File: config.mk
export PLATFORM = sky130hd
export DESIGN_NAME = control_multiciclo
export DESIGN_NICKNAME = d
export VERILOG_FILES = /design/src/rtl/control_multiciclo.sv
export SDC_FILE = /design/constraint.sdc
export NUM_CORES = 1
export LEC_CHECK = 0
export ABC_CLOCK_PERIOD_IN_PS = 3300
export BUFFER_PORTS_ARGS = -buffer_cell sky130_fd_sc_hd__buf_2
export CORE_ASPECT_RATIO = 1.4
export CORE_MARGIN = 2
export CORE_UTILIZATION = 52
export CTS_BUF_LIST = sky130_fd_sc_hd__clkbuf_4
export DETAILED_ROUTE_END_ITERATION = 6
export PLACE_DENSITY_LB_ADDON = 0.15
export SETUP_SLACK_MARGIN = 0.3
export SLEW_MARGIN = 20
export SYNTH_ARGS = -nofsm -noshare
export SYNTH_HDL_FRONTEND = slang
export SYNTH_SLANG_ARGS = --single-unit
File: constraint.sdc
create_clock -name Clk -period 3.3 [get_ports Clk]
set_input_delay 0.66 -clock Clk [delete_from_list [all_inputs] [get_ports Clk]]
set_output_delay 0.66 -clock Clk [all_outputs]
set_load 0.02 [all_outputs]
File: src/rtl/control_multiciclo.sv
// Multicycle RV32I control FSM: sequences ALU, register unit, PC and one shared memory port.
// Optional macro PERF_COUNTERS_EN adds the CycleCnt/InstRet performance counters.
module control_multiciclo #(
  parameter int TIMEOUT_CYCLES = 16,
  parameter int CNT_W          = 32
) (
  input  logic       Clk,
  input  logic       Rst_n,
  input  logic [6:0] Opcode,
  input  logic [2:0] Funct3,
  input  logic       Funct7_5,
  input  logic       NextPCSrc,
  input  logic       MemReady,
  output logic       MemReq,
  output logic       MemIsInstr,
  output logic       IRWr,
  output logic       PCWr,
  output logic       PCSrc,
  output logic       RUWr,
  output logic       DMWr,
  output logic [2:0] DMCtrl,
  output logic       ALUASrc,
  output logic       ALUBSrc,
  output logic [3:0] ALUOp,
  output logic [2:0] ImmSrc,
  output logic [4:0] BrOp,
  output logic [1:0] RUDataWrSrc,
  output logic [3:0] State,
  output logic       Fault
`ifdef PERF_COUNTERS_EN
  ,
  output logic [CNT_W-1:0] CycleCnt,
  output logic [CNT_W-1:0] InstRet
`endif
);

  localparam int WAIT_W = $clog2(TIMEOUT_CYCLES + 1);

  localparam logic [6:0] OP_R     = 7'b0110011;
  localparam logic [6:0] OP_I     = 7'b0010011;
  localparam logic [6:0] OP_LUI   = 7'b0110111;
  localparam logic [6:0] OP_AUIPC = 7'b0010111;
  localparam logic [6:0] OP_LOAD  = 7'b0000011;
  localparam logic [6:0] OP_STORE = 7'b0100011;
  localparam logic [6:0] OP_BR    = 7'b1100011;
  localparam logic [6:0] OP_JAL   = 7'b1101111;
  localparam logic [6:0] OP_JALR  = 7'b1100111;

  typedef enum logic [3:0] {
    S_IDLE     = 4'd0,
    S_FETCH    = 4'd1,
    S_DECODE   = 4'd2,
    S_EXEC     = 4'd3,
    S_MEM_ADDR = 4'd4,
    S_MEM_RD   = 4'd5,
    S_MEM_WR   = 4'd6,
    S_WB_ALU   = 4'd7,
    S_WB_MEM   = 4'd8,
    S_BRANCH   = 4'd9,
    S_JUMP     = 4'd10,
    S_TRAP     = 4'd15
  } state_t;

  state_t            r_state;
  logic [WAIT_W-1:0] r_wait;
  logic              r_fault;
  logic              w_timeout;
  logic              w_is_load;
  logic              w_is_jal;

  assign w_timeout = (r_wait == WAIT_W'(TIMEOUT_CYCLES - 1));
  assign w_is_load = (Opcode == OP_LOAD);
  assign w_is_jal  = (Opcode == OP_JAL);
  assign State     = r_state;
  assign Fault     = r_fault;

  // The wait counter restarts on every state change, so each memory state gets a fresh budget.
  always_ff @(posedge Clk or negedge Rst_n) begin
    if (!Rst_n) begin
      r_state <= S_IDLE;
      r_wait  <= '0;
      r_fault <= 1'b0;
    end else begin
      r_wait <= '0;
      case (r_state)
        S_IDLE: r_state <= S_FETCH;
        S_FETCH, S_MEM_RD, S_MEM_WR: begin
          if (MemReady) begin
            if (r_state == S_FETCH)       r_state <= S_DECODE;
            else if (r_state == S_MEM_RD) r_state <= S_WB_MEM;
            else                          r_state <= S_FETCH;
          end else if (w_timeout) begin
            r_state <= S_TRAP;
            r_fault <= 1'b1;
          end else begin
            r_wait <= r_wait + WAIT_W'(1);
          end
        end
        S_DECODE: begin
          case (Opcode)
            OP_R, OP_I, OP_LUI, OP_AUIPC: r_state <= S_EXEC;
            OP_LOAD, OP_STORE:            r_state <= S_MEM_ADDR;
            OP_BR:                        r_state <= S_BRANCH;
            OP_JAL, OP_JALR:              r_state <= S_JUMP;
            default: begin
              r_state <= S_TRAP;
              r_fault <= 1'b1;
            end
          endcase
        end
        S_EXEC:     r_state <= S_WB_ALU;
        S_MEM_ADDR: r_state <= w_is_load ? S_MEM_RD : S_MEM_WR;
        S_WB_ALU, S_WB_MEM, S_BRANCH, S_JUMP: r_state <= S_FETCH;
        S_TRAP:     r_state <= S_TRAP;
        default: begin
          r_state <= S_TRAP;
          r_fault <= 1'b1;
        end
      endcase
    end
  end

  // Outputs follow the registered state; only IRWr and the store's PCWr look at MemReady.
  always_comb begin
    MemReq      = 1'b0;
    MemIsInstr  = 1'b0;
    IRWr        = 1'b0;
    PCWr        = 1'b0;
    PCSrc       = 1'b0;
    RUWr        = 1'b0;
    DMWr        = 1'b0;
    DMCtrl      = 3'b000;
    ALUASrc     = 1'b0;
    ALUBSrc     = 1'b0;
    ALUOp       = 4'b0000;
    ImmSrc      = 3'b000;
    BrOp        = 5'b00000;
    RUDataWrSrc = 2'b00;
    case (r_state)
      S_FETCH: begin
        MemReq     = 1'b1;
        MemIsInstr = 1'b1;
        IRWr       = MemReady;
      end
      S_EXEC: begin
        ALUASrc = (Opcode == OP_AUIPC);
        ALUBSrc = (Opcode != OP_R);
        ImmSrc  = ((Opcode == OP_LUI) || (Opcode == OP_AUIPC)) ? 3'b011 : 3'b000;
        if (Opcode == OP_R)      ALUOp = {Funct7_5, Funct3};
        else if (Opcode == OP_I) ALUOp = {Funct7_5 & (Funct3 == 3'b101), Funct3};
      end
      S_MEM_ADDR: begin
        ALUBSrc = 1'b1;
        ImmSrc  = w_is_load ? 3'b000 : 3'b001;
        DMCtrl  = Funct3;
      end
      S_MEM_RD: begin
        MemReq = 1'b1;
        DMCtrl = Funct3;
      end
      S_MEM_WR: begin
        MemReq = 1'b1;
        DMWr   = 1'b1;
        DMCtrl = Funct3;
        PCWr   = MemReady;
      end
      S_WB_ALU: begin
        RUWr = 1'b1;
        PCWr = 1'b1;
      end
      S_WB_MEM: begin
        RUWr        = 1'b1;
        RUDataWrSrc = 2'b01;
        PCWr        = 1'b1;
      end
      S_BRANCH: begin
        ALUASrc = 1'b1;
        ALUBSrc = 1'b1;
        ImmSrc  = 3'b010;
        BrOp    = {1'b1, Funct3};
        PCWr    = 1'b1;
        PCSrc   = NextPCSrc;
      end
      S_JUMP: begin
        RUWr        = 1'b1;
        RUDataWrSrc = 2'b10;
        PCWr        = 1'b1;
        PCSrc       = 1'b1;
        ALUASrc     = w_is_jal;
        ImmSrc      = w_is_jal ? 3'b100 : 3'b000;
      end
      default: ;
    endcase
  end

`ifdef PERF_COUNTERS_EN
  logic [CNT_W-1:0] r_cycle_cnt;
  logic [CNT_W-1:0] r_inst_ret;

  always_ff @(posedge Clk or negedge Rst_n) begin
    if (!Rst_n) begin
      r_cycle_cnt <= '0;
      r_inst_ret  <= '0;
    end else begin
      if ((r_state != S_IDLE) && (r_state != S_TRAP)) r_cycle_cnt <= r_cycle_cnt + CNT_W'(1);
      if (PCWr) r_inst_ret <= r_inst_ret + CNT_W'(1);
    end
  end

  assign CycleCnt = r_cycle_cnt;
  assign InstRet  = r_inst_ret;
`endif

endmodule

==> results of run 1 <==
power by group:
| group | switching (mW) | internal, mW |
|---|---|---|
| clock | 0.0428 | 0.0438 |
| sequential | 0.0843 | 0.148 |
| combinational | 0.327 | 0.217 |
| total | 0.454 | 0.409 |
flip-flops by register name, indices dropped and copies added (netlist names):
register,flops
r_wait,5
State,4
Fault,1
layer usage:
layer	routed length [um]	part of all wire, %	vias up	track usage [%]
met5	0	0	-	0
met1	1110	41	544	26.0
li1	-	-	573	-
met3	129	4.8	5	2.57
met4	36	1.3	0	7.83
met2	1430	53	41	43.3
how the worst min path moves through the flow:
stage,cells after the start,slack (ns),endpoint
finish,1,0.24,State[2]
global placement,1,0.45,Fault
detailed placement,1,0.46,Fault
floorplan,0,0.36,Fault
CTS,1,0.24,r_wait[4]
global route,1,0.25,r_wait[3]
through the flow:
stage | worst slack [ns] | cell area, um^2
after CTS | 0.562 | 1250
after global routing | 0.427 | 1250
final | 0.540 | 1250
after detailed placement | 0.715 | 1230
after floorplan | 0.786 | 1030
after global placement | 0.830 | 1230
cell usage after synthesis (2+ instances only):
cell type and instances:
a21boi_0 2, a21o_1 2, a21oi_1 6, a31o_2 2, and2_1 5, and3_1 9, buf_2 4, clkbuf_1 2
clkbuf_2 2, dfrtp_1 10, inv_1 4, nand2_1 8, nand2b_1 5, nand3_1 3, nand3b_1 2, nor2_1 13
nor2b_1 4, nor3_1 6, nor3b_1 2, nor4_1 2, o21ai_0 6, o22ai_1 2, or3_1 2, or4_1 3
xor2_1 3
cells in the final DEF (no fill, tap or decap), drive strengths merged, types with 2 or more instances in the layout:
master / instances
a21boi: 3
buf: 45
inv: 4
o21ai: 6
or3: 2
dfrtp: 10
nand3b: 3
a21oi: 6
nand2: 8
xor2: 3
a21o: 2
nor2: 13
and2: 5
or4: 3
or4b: 2
and3: 9
nor4: 2
nor3b: 2
a31o: 2
nor2b: 4
nand2b: 5
clkbuf: 3
or2: 2
o22ai: 2
nor3: 6
nand3: 3
kinds of logic (layout without fill, tap and decap cells):
family	count (synthesis)	count (layout)	synth area share, %
AOI/OAI and AO/OA	34	34	23.2
muxes	1	1	0.970
other	1	1	0.363
adders and majority gates	1	1	1.21
DFF	10	10	24.2
buffers and inverters	15	53	7.27
and+or+nand+nor	71	71	40.2
xor gates and xnor gates	3	3	2.55
cell type report:
| class | count | area (um^2) | area share [%] |
|---|---|---|---|
| Tap cell | 21 | 26.3 | 2.10 |
| Sequential cell | 10 | 250 | 20.0 |
| Inverter | 4 | 15.0 | 1.20 |
| Clock inverter | 1 | 3.75 | 0.300 |
| Multi-Input combinational cell | 111 | 707 | 56.4 |
| Clock buffer | 3 | 22.5 | 1.80 |
| Timing Repair Buffer | 45 | 228 | 18.2 |
==> impl_metrics.json, run 1 <==
{
  "cts_repair_resize_count": 0,
  "final.fill_count": 179,
  "aggregate_global_routing_overflow": 0,
  "rr_endpoint": "State[2]",
  "fin_worst_skew_ns": 0.00309,
  "initialDrtViolationCount": 22,
  "fin_crit_ns": 2.76,
  "power.total_mw": 0.863,
  "critical_path_at_ns": 2.10,
  "vdd_drop_max_v": 0.000445,
  "worst_r2r_path_depth": 4,
  "drt_pass1_iterations": 4,
  "grt_pass1_wl_um": 4350,
  "antenna-diode-count": 0,
  "timing_worst_setup_path_type": "reg -> out",
  "mappedNetlistArea_mm2": 0.00103,
  "postSynthAreaPerCell_um2": 7.59,
  "critical_path_capture_point_type": "output port",
  "postLayoutCoreUtil_pct": 65.0,
  "wl_per_cell_um": 13.9,
  "vias_per_cell": 5.96,
  "power_per_cell_area_mw_per_mm2": 689,
  "number_of_synthesized_flops_with_an_enable_pin": 0,
  "cts-buffers-inserted": 3,
  "drv.max_cap_violation_count": 0,
  "max_slew.worst_pin.slew_ns": 0.636,
  "cts_sinks": 10,
  "holdWs_ns": 0.241,
  "run_status": "completed",
  "ys_seq_elements": 10,
  "initial_utilization_pct": 53.6,
  "route.vias.total": 1163,
  "grt_pass1_vias": 997,
  "worst_skew_pair.late_latency_ns": 0.27,
  "crit_slowest_cell": "dfrtp_1",
  "number_of_hold_buffers_added_after_cts": 0,
  "total_die_area_mm2": 0.00236,
  "detail-route-antenna-nets": 0,
  "rsz0062_at_grt": "false",
  "timing.critical_path.cells": "nor2_1, nand3_1, or4_1, o21ai_0, buf_2",
  "maxSlewViolCount": 0,
  "die_h_um": 56.7,
  "clkSlewWorstSetupHoldPaths_ns": 0.07,
  "hp-class": "in -> async",
  "port_buffers": 44,
  "cp_slowest_stage_delay_ns": 0.59,
  "crit_path_start_kind": "flop",
  "synthTopCellsByArea": "dfrtp_1 (24%), and3_1 (5.5%), nor2_1 (4.7%)",
  "post-cts-setup-buffer-count": 0,
  "register_to_register_path_setup_slack_ns": 1.35,
  "area.growth.synth_to_final_pct": 21.3,
  "remaining_drc_errors": 0,
  "grt_antenna_before_repair": 0,
  "clock_path_buffers": 2,
  "cp_num_buf_inv": 1,
  "track_usage_pct": 23.0,
  "gpl_congestion": 0.903,
  "dpl.cell_count": 191,
  "finalNonFillerCells": 195,
  "drive_above_1_share_pct": 30.5,
  "io-pin-count": 46,
  "tritoncts_clock_tree": "built",
  "synth_cells": 136,
  "synth_fp_nets": 152,
  "finish.net_count": 191,
  "yosysSeqAreaShare_pct": 24.2,
  "synth_warnings": 0,
  "leakagePower_nw": 0.686,
  "crit_fanout": 20,
  "relSlewSlack_pct": 57.1,
  "die_width_um": 41.7,
  "grt_start_max_net_pins": 22,
  "setup_tns_ns": 0,
  "cp.depth": 5,
  "placementRows": 19,
  "worstSetupStartpoint": "State[2]",
  "detail_route.wirelength_um": 2710,
  "fp.coreArea_mm2": 0.00193,
  "async_flop_share_pct": 100,
  "final-setup-viol-count": 0,
  "worst_path_dominant_cell_family": "simple AND/OR/NAND/NOR gates",
  "reg2reg_from": "State[0]",
  "period_share_pct": 83.6,
  "fmax_mhz": 362,
  "yosys.cell_types.count": 52,
  "synth_largest_type_area_fraction_pct": 24.2,
  "critPathRequiredTime_ns": 2.64,
  "hold_viol_final": 0,
  "dp.final_hpwl_um": 2110,
  "htreeDepth": 1,
  "synth_flop_cell": "dfrtp_1",
  "setup.worst_path.end": "ALUASrc",
  "clock_tree.root_cell": "clkbuf_4",
  "synth_top_cell_by_area": "dfrtp_1"
}
No activity file was read; power rests on OpenSTA's default activity.
==> inputs of run 2 (changes only) <==
ABC_CLOCK_PERIOD_IN_PS = 2800   (was 3300)
CORE_UTILIZATION = 49   (was 52)
clock period = 2.8 ns   (was 3.3 ns; I/O delays follow)
==> impl_metrics.json, run 2 (synthesis gave the netlist of run 1 again) <==
{
  "run_status": "completed",
  "crit_slowest_cell": "dfrtp_2",
  "wl_per_cell_um": 14.0,
  "fmax_mhz": 422,
  "fin_worst_skew_ns": 0.00467,
  "die_width_um": 42.8,
  "layout.cell_area.non_filler_mm2": 0.00127,
  "dpl.cell_count": 194,
  "clkSlewWorstSetupHoldPaths_ns": 0.06,
  "reg2reg_from": "State[0]",
  "final_cell_mix": "buf_2 (44), nor2_1 (13), and3_1 (9)",
  "worstSetupStartpoint": "State[2]",
  "clock_tree.root_cell": "clkbuf_4",
  "rsz0062_at_grt": "true",
  "hp-class": "in -> async",
  "detail_route.wirelength_um": 2760,
  "total_die_area_mm2": 0.00249,
  "fp.coreArea_mm2": 0.00197,
  "final-setup-viol-count": 0,
  "htreeDepth": 1,
  "initialDrtViolationCount": 21,
  "leakagePower_nw": 0.697,
  "dp.final_hpwl_um": 2210,
  "placementRows": 19,
  "setup_tns_ns": 0,
  "layout.cells.most_common": "buf_2",
  "route.vias.total": 1186,
  "grt_start_max_net_pins": 17,
  "area.growth.synth_to_final_pct": 23.4,
  "grt_pass1_wl_um": 4420,
  "io-pin-count": 46,
  "power.share.clock_pct": 9.2,
  "hold_viol_final": 0,
  "critPathRequiredTime_ns": 2.24,
  "largest_register_ff_count": 5,
  "fin_crit_ns": 2.37,
  "cts_sinks": 10,
  "critical_path_at_ns": 1.81,
  "timing.critical_path.cells": "nor2_1, nand3_1, or4_1, o21ai_0, buf_2",
  "tritoncts_clock_tree": "built",
  "crit_path_start_kind": "flop",
  "max_slew.worst_pin.slew_ns": 0.589,
  "clock_path_buffers": 2,
  "drive_above_1_share_pct": 33.0,
  "cts-buffers-inserted": 3,
  "track_usage_pct": 22.5,
  "grt_pass1_vias": 1027,
  "critical_path_capture_point_type": "output port",
  "relSlewSlack_pct": 60.3,
  "power_per_cell_area_mw_per_mm2": 821,
  "largest-register": "r_wait",
  "crit_fanout": 10,
  "timing_worst_setup_path_type": "reg -> out",
  "remaining_drc_errors": 0,
  "grt_antenna_before_repair": 0,
  "cp_slowest_stage_delay_ns": 0.47,
  "drt_pass1_iterations": 4,
  "initial_utilization_pct": 52.3,
  "finish.net_count": 194,
  "postLayoutSetupSlackWorst_ns": 0.430,
  "antenna-diode-count": 0,
  "drv.max_cap_violation_count": 0,
  "worst_skew_pair.late_latency_ns": 0.26,
  "period_share_pct": 84.6,
  "power.share.combinational_pct": 68.3,
  "vdd_drop_max_v": 0.000516,
  "finalNonFillerCells": 197,
  "placedInstanceArea_mm2": 0.00125,
  "detail-route-antenna-nets": 0,
  "power_switching_mw": 0.539,
  "maxSlewViolCount": 0,
  "dp_worst_slack_ns": 0.467,
  "gpl_congestion": 0.941,
  "power.share.sequential_pct": 22.5,
  "power_report.internal_total_mw": 0.507,
  "sw_frac_of_total_pct": 51.5,
  "aggregate_global_routing_overflow": 0,
  "port_buffers": 44,
  "die_h_um": 58.3,
  "vias_per_cell": 6.02
}
[run 2: changes by cell type in the layout (fill, tap and decap cells not counted), sizes merged]
| cell | before | now |
|---|---|---|
| clkinv | 1 | 0 |
| buf | 45 | 48 |
[run 2: power by group through the flow]
stage	sequential [mW]	clock (mW)	combinational [mW]
after floorplan	0.226	0	0.523
after global placement	0.234	0	0.695
after detailed placement	0.237	0	0.709
after CTS	0.234	0.0994	0.714
after global routing	0.243	0.103	0.781
final	0.235	0.0963	0.714
[run 2: layout make-up]
cell class	count	area, um^2
multi-input combinational	111	707
timing repair buffer	48	250
tap	21	26.3
clock buffer	3	22.5
sequential	10	253
inverter	4	15.0
fill	185	699
[run 2: what timing repair did]
item	4_1_cts	5_1_grt
hold buffers	0	0
setup buffers	0	0
setup endpoints to repair	0	4
resized for setup	0	2
[run 2: critical path: cells and delay by family (launching register included)]
family	cells	cell delay [ns]
AND/OR/NAND/NOR	3	0.70
flip-flops	1	0.47
buffers and inverters	1	0.19
AO/OA/AOI/OAI	1	0.18
[run 2: path summary, 6_finish.rpt]
path	end	slack (ns)	cells past startpoint
max	ALUASrc	0.43	5
min	r_wait[0]	0.14	1
max reg2reg	State[2]	0.90	5
min reg2reg	Fault	0.47	1
max in group asynchronous	State[0]	2.45	1
min in group Clk	Fault	0.47	1
[run 2: metrics by stage]
step | power [mW] | utilization, % | hold WS, ns
6_report | 1.05 | 64.6 | 0.145
5_1_grt | 1.13 | 64.6 | 0.159
4_1_cts | 1.05 | 64.4 | 0.148
3_5_place_dp | 0.946 | 63.3 | 0.435
3_3_place_gp | 0.928 | 63.3 | 0.430
2_1_floorplan | 0.750 | - | 0.264
[run 2: routing by layer]
metal | up-vias | wire [um] | global-route usage (%)
met5 | - | 0 | 0
met4 | 0 | 60 | 10.7
met3 | 6 | 171 | 2.15
met2 | 41 | 1440 | 41.1
met1 | 562 | 1090 | 25.7
li1 | 577 | - | -
==> inputs of run 3 (changes only) <==
ABC_AREA = 1   (was default)
ABC_CLOCK_PERIOD_IN_PS = 2320   (was 2800)
CORE_UTILIZATION = 47   (was 49)
clock period = 2.32 ns   (was 2.8 ns; I/O delays follow)
==> impl_metrics.json, run 3 <==
{
  "htreeDepth": 1,
  "drive_above_1_share_pct": 36.5,
  "finish.net_count": 225,
  "clock_path_buffers": 2,
  "async_flop_share_pct": 100,
  "worst_skew_pair.late_latency_ns": 0.26,
  "fp.coreArea_mm2": 0.00193,
  "register_to_register_path_setup_slack_ns": 0.85,
  "finalNonFillerCells": 229,
  "grt_start_max_net_pins": 11,
  "dp.final_hpwl_um": 2080,
  "layout.cells.most_common": "buf_2",
  "antenna-diode-count": 0,
  "detail-route-antenna-nets": 0,
  "fmax_mhz": 518,
  "number_of_hold_buffers_added_after_cts": 0,
  "yosysSeqAreaShare_pct": 26.8,
  "setup_tns_ns": 0,
  "period_share_pct": 83.3,
  "crit_path_start_kind": "flop",
  "critical_path_at_ns": 1.47,
  "synth_warnings": 0,
  "ys_seq_elements": 10,
  "worst_r2r_path_depth": 8,
  "hold_viol_final": 0,
  "maxSlewViolCount": 0,
  "mappedNetlistArea_um2": 932,
  "rsz0062_at_grt": "true",
  "track_usage_pct": 22.4,
  "hp-class": "in -> async",
  "drv.max_cap_violation_count": 0,
  "synth_flop_cell": "dfrtp_1",
  "postSynthAreaPerCell_um2": 5.83,
  "final.fill_count": 187,
  "port_buffers": 44,
  "aggregate_global_routing_overflow": 0,
  "drt_pass1_iterations": 4,
  "cts-buffers-inserted": 3,
  "route.vias.total": 1150,
  "grt_antenna_before_repair": 0,
  "area.growth.synth_to_final_pct": 37.4,
  "timing_worst_setup_path_type": "reg -> out",
  "initialDrtViolationCount": 17,
  "fin_worst_skew_ns": 0.00258,
  "clock_tree.root_cell": "clkbuf_4",
  "wl_per_cell_um": 10.9,
  "final-setup-viol-count": 0,
  "setup.worst_path.end": "ImmSrc[0]",
  "yosys.cell_types.count": 22,
  "vdd_drop_max_v": 0.000275,
  "grt_pass1_wl_um": 4110,
  "grt_pass1_vias": 1032,
  "remaining_drc_errors": 0,
  "largest_register_ff_count": 5,
  "leakagePower_nw": 0.706,
  "tritoncts_clock_tree": "built",
  "detail_route.wirelength_um": 2490,
  "critPathRequiredTime_ns": 1.86,
  "total_die_area_mm2": 0.00236,
  "reg2reg_from": "State[3]",
  "final_cell_mix": "buf_2 (40), nand2_1 (36), nor2_1 (31)",
  "rr_endpoint": "Fault",
  "crit_fanout": 6,
  "die_h_um": 56.7,
  "cts_sinks": 10,
  "netlist_top_cells_count": "nand2_1 (38), nor2_1 (37), inv_1 (30), nand3_1 (12), dfrtp_1 (10)",
  "die_width_um": 41.6,
  "clkSlewWorstSetupHoldPaths_ns": 0.06,
  "critical_path_capture_point_type": "output port",
  "synth_largest_type_area_fraction_pct": 26.8,
  "yosysMostFrequentCell": "nand2_1",
  "largest-register": "r_wait",
  "number_of_synthesized_flops_with_an_enable_pin": 0,
  "run_status": "completed",
  "dpl.cell_count": 224,
  "synth_top_cell_by_area": "dfrtp_1",
  "synth_cells": 160,
  "io-pin-count": 46,
  "synthTopCellsByArea": "dfrtp_1 (27%), nand2_1 (15%), nor2_1 (15%)",
  "initial_utilization_pct": 48.4,
  "power_per_cell_area_mw_per_mm2": 257,
  "gpl_congestion": 0.858,
  "vias_per_cell": 5.02,
  "fin_crit_ns": 1.93,
  "synth_fp_nets": 176,
  "placementRows": 19,
  "worstSetupStartpoint": "State[3]"
}
-- run 3: cells by family after synthesis --
family / count (synthesis) / synth area share (%)
buffers and inverters: 31 / 12.9
other: 1 / 0.402
XOR/XNOR: 1 / 0.940
adder cells (fa/ha/maj): 1 / 1.34
AND/OR/NAND/NOR: 101 / 48.2
flip-flops: 10 / 26.8
AO/OA/AOI/OAI: 15 / 9.40
-- run 3: layout make-up --
cell class | count | area (um^2) | area share [%]
clock inverters | 1 | 3.75 | 0.293
inverters | 30 | 115 | 8.98
multi-input cells | 119 | 622 | 48.5
clock buffers | 3 | 22.5 | 1.76
well taps | 21 | 26.3 | 2.05
repair buffers | 45 | 238 | 18.6
flip-flops and latches | 10 | 254 | 19.8
-- run 3: critical path: stages (launching register included) --
cell     delay [ns]
dfrtp_2        0.47
inv_4          0.11
nand2_4        0.08
nor2_4         0.10
inv_2          0.06
a21oi_2        0.13
inv_1          0.05
nand2_1        0.06
buf_4          0.14
-- run 3: how the worst min path moves through the flow --
| stage | from | endpoint | cells after the start |
|---|---|---|---|
| after floorplan | Rst_n | Fault | 0 |
| after global placement | Rst_n | r_wait[2] | 1 |
| after detailed placement | Rst_n | r_wait[2] | 1 |
| after CTS | Rst_n | State[0] | 1 |
| after global routing | Rst_n | r_wait[2] | 1 |
| final | Rst_n | State[0] | 1 |
-- run 3: stage by stage --
step	util, %	cell area (um^2)	setup WS [ns]	power [mW]	hold WS (ns)
after floorplan	-	935	0.309	0.196	0.168
after global placement	60.9	1170	0.471	0.215	0.325
after detailed placement	60.9	1170	0.418	0.217	0.334
after CTS	62.7	1210	0.301	0.335	0.0468
after global routing	66.5	1280	0.279	0.349	0.0589
final	66.5	1280	0.388	0.329	0.0470
-- run 3: report_power, final --
group          internal (mW)  switching, mW  total, mW
clock                 0.0619         0.0536      0.115
combinational         0.0133         0.0264     0.0397
sequential             0.174              0      0.174
total                  0.250         0.0800      0.329
-- run 3: repair_timing --
item	in CTS	in global routing
setup buffers	0	1
pin swaps	0	3
hold endpoints to repair	0	0
resized for setup	4	27
setup endpoints to repair	3	20
-- run 3: metal layers --
metal / global-route usage [%] / part of all wire [%] / vias up / wire length (um)
met3: 2.57 / 5.9 / 8 / 146
met4: 13.8 / 3.4 / 0 / 85
li1: - / - / 590 / -
met5: 0 / 0 / - / 0
met1: 24.7 / 38 / 500 / 935
met2: 39.7 / 53 / 52 / 1320
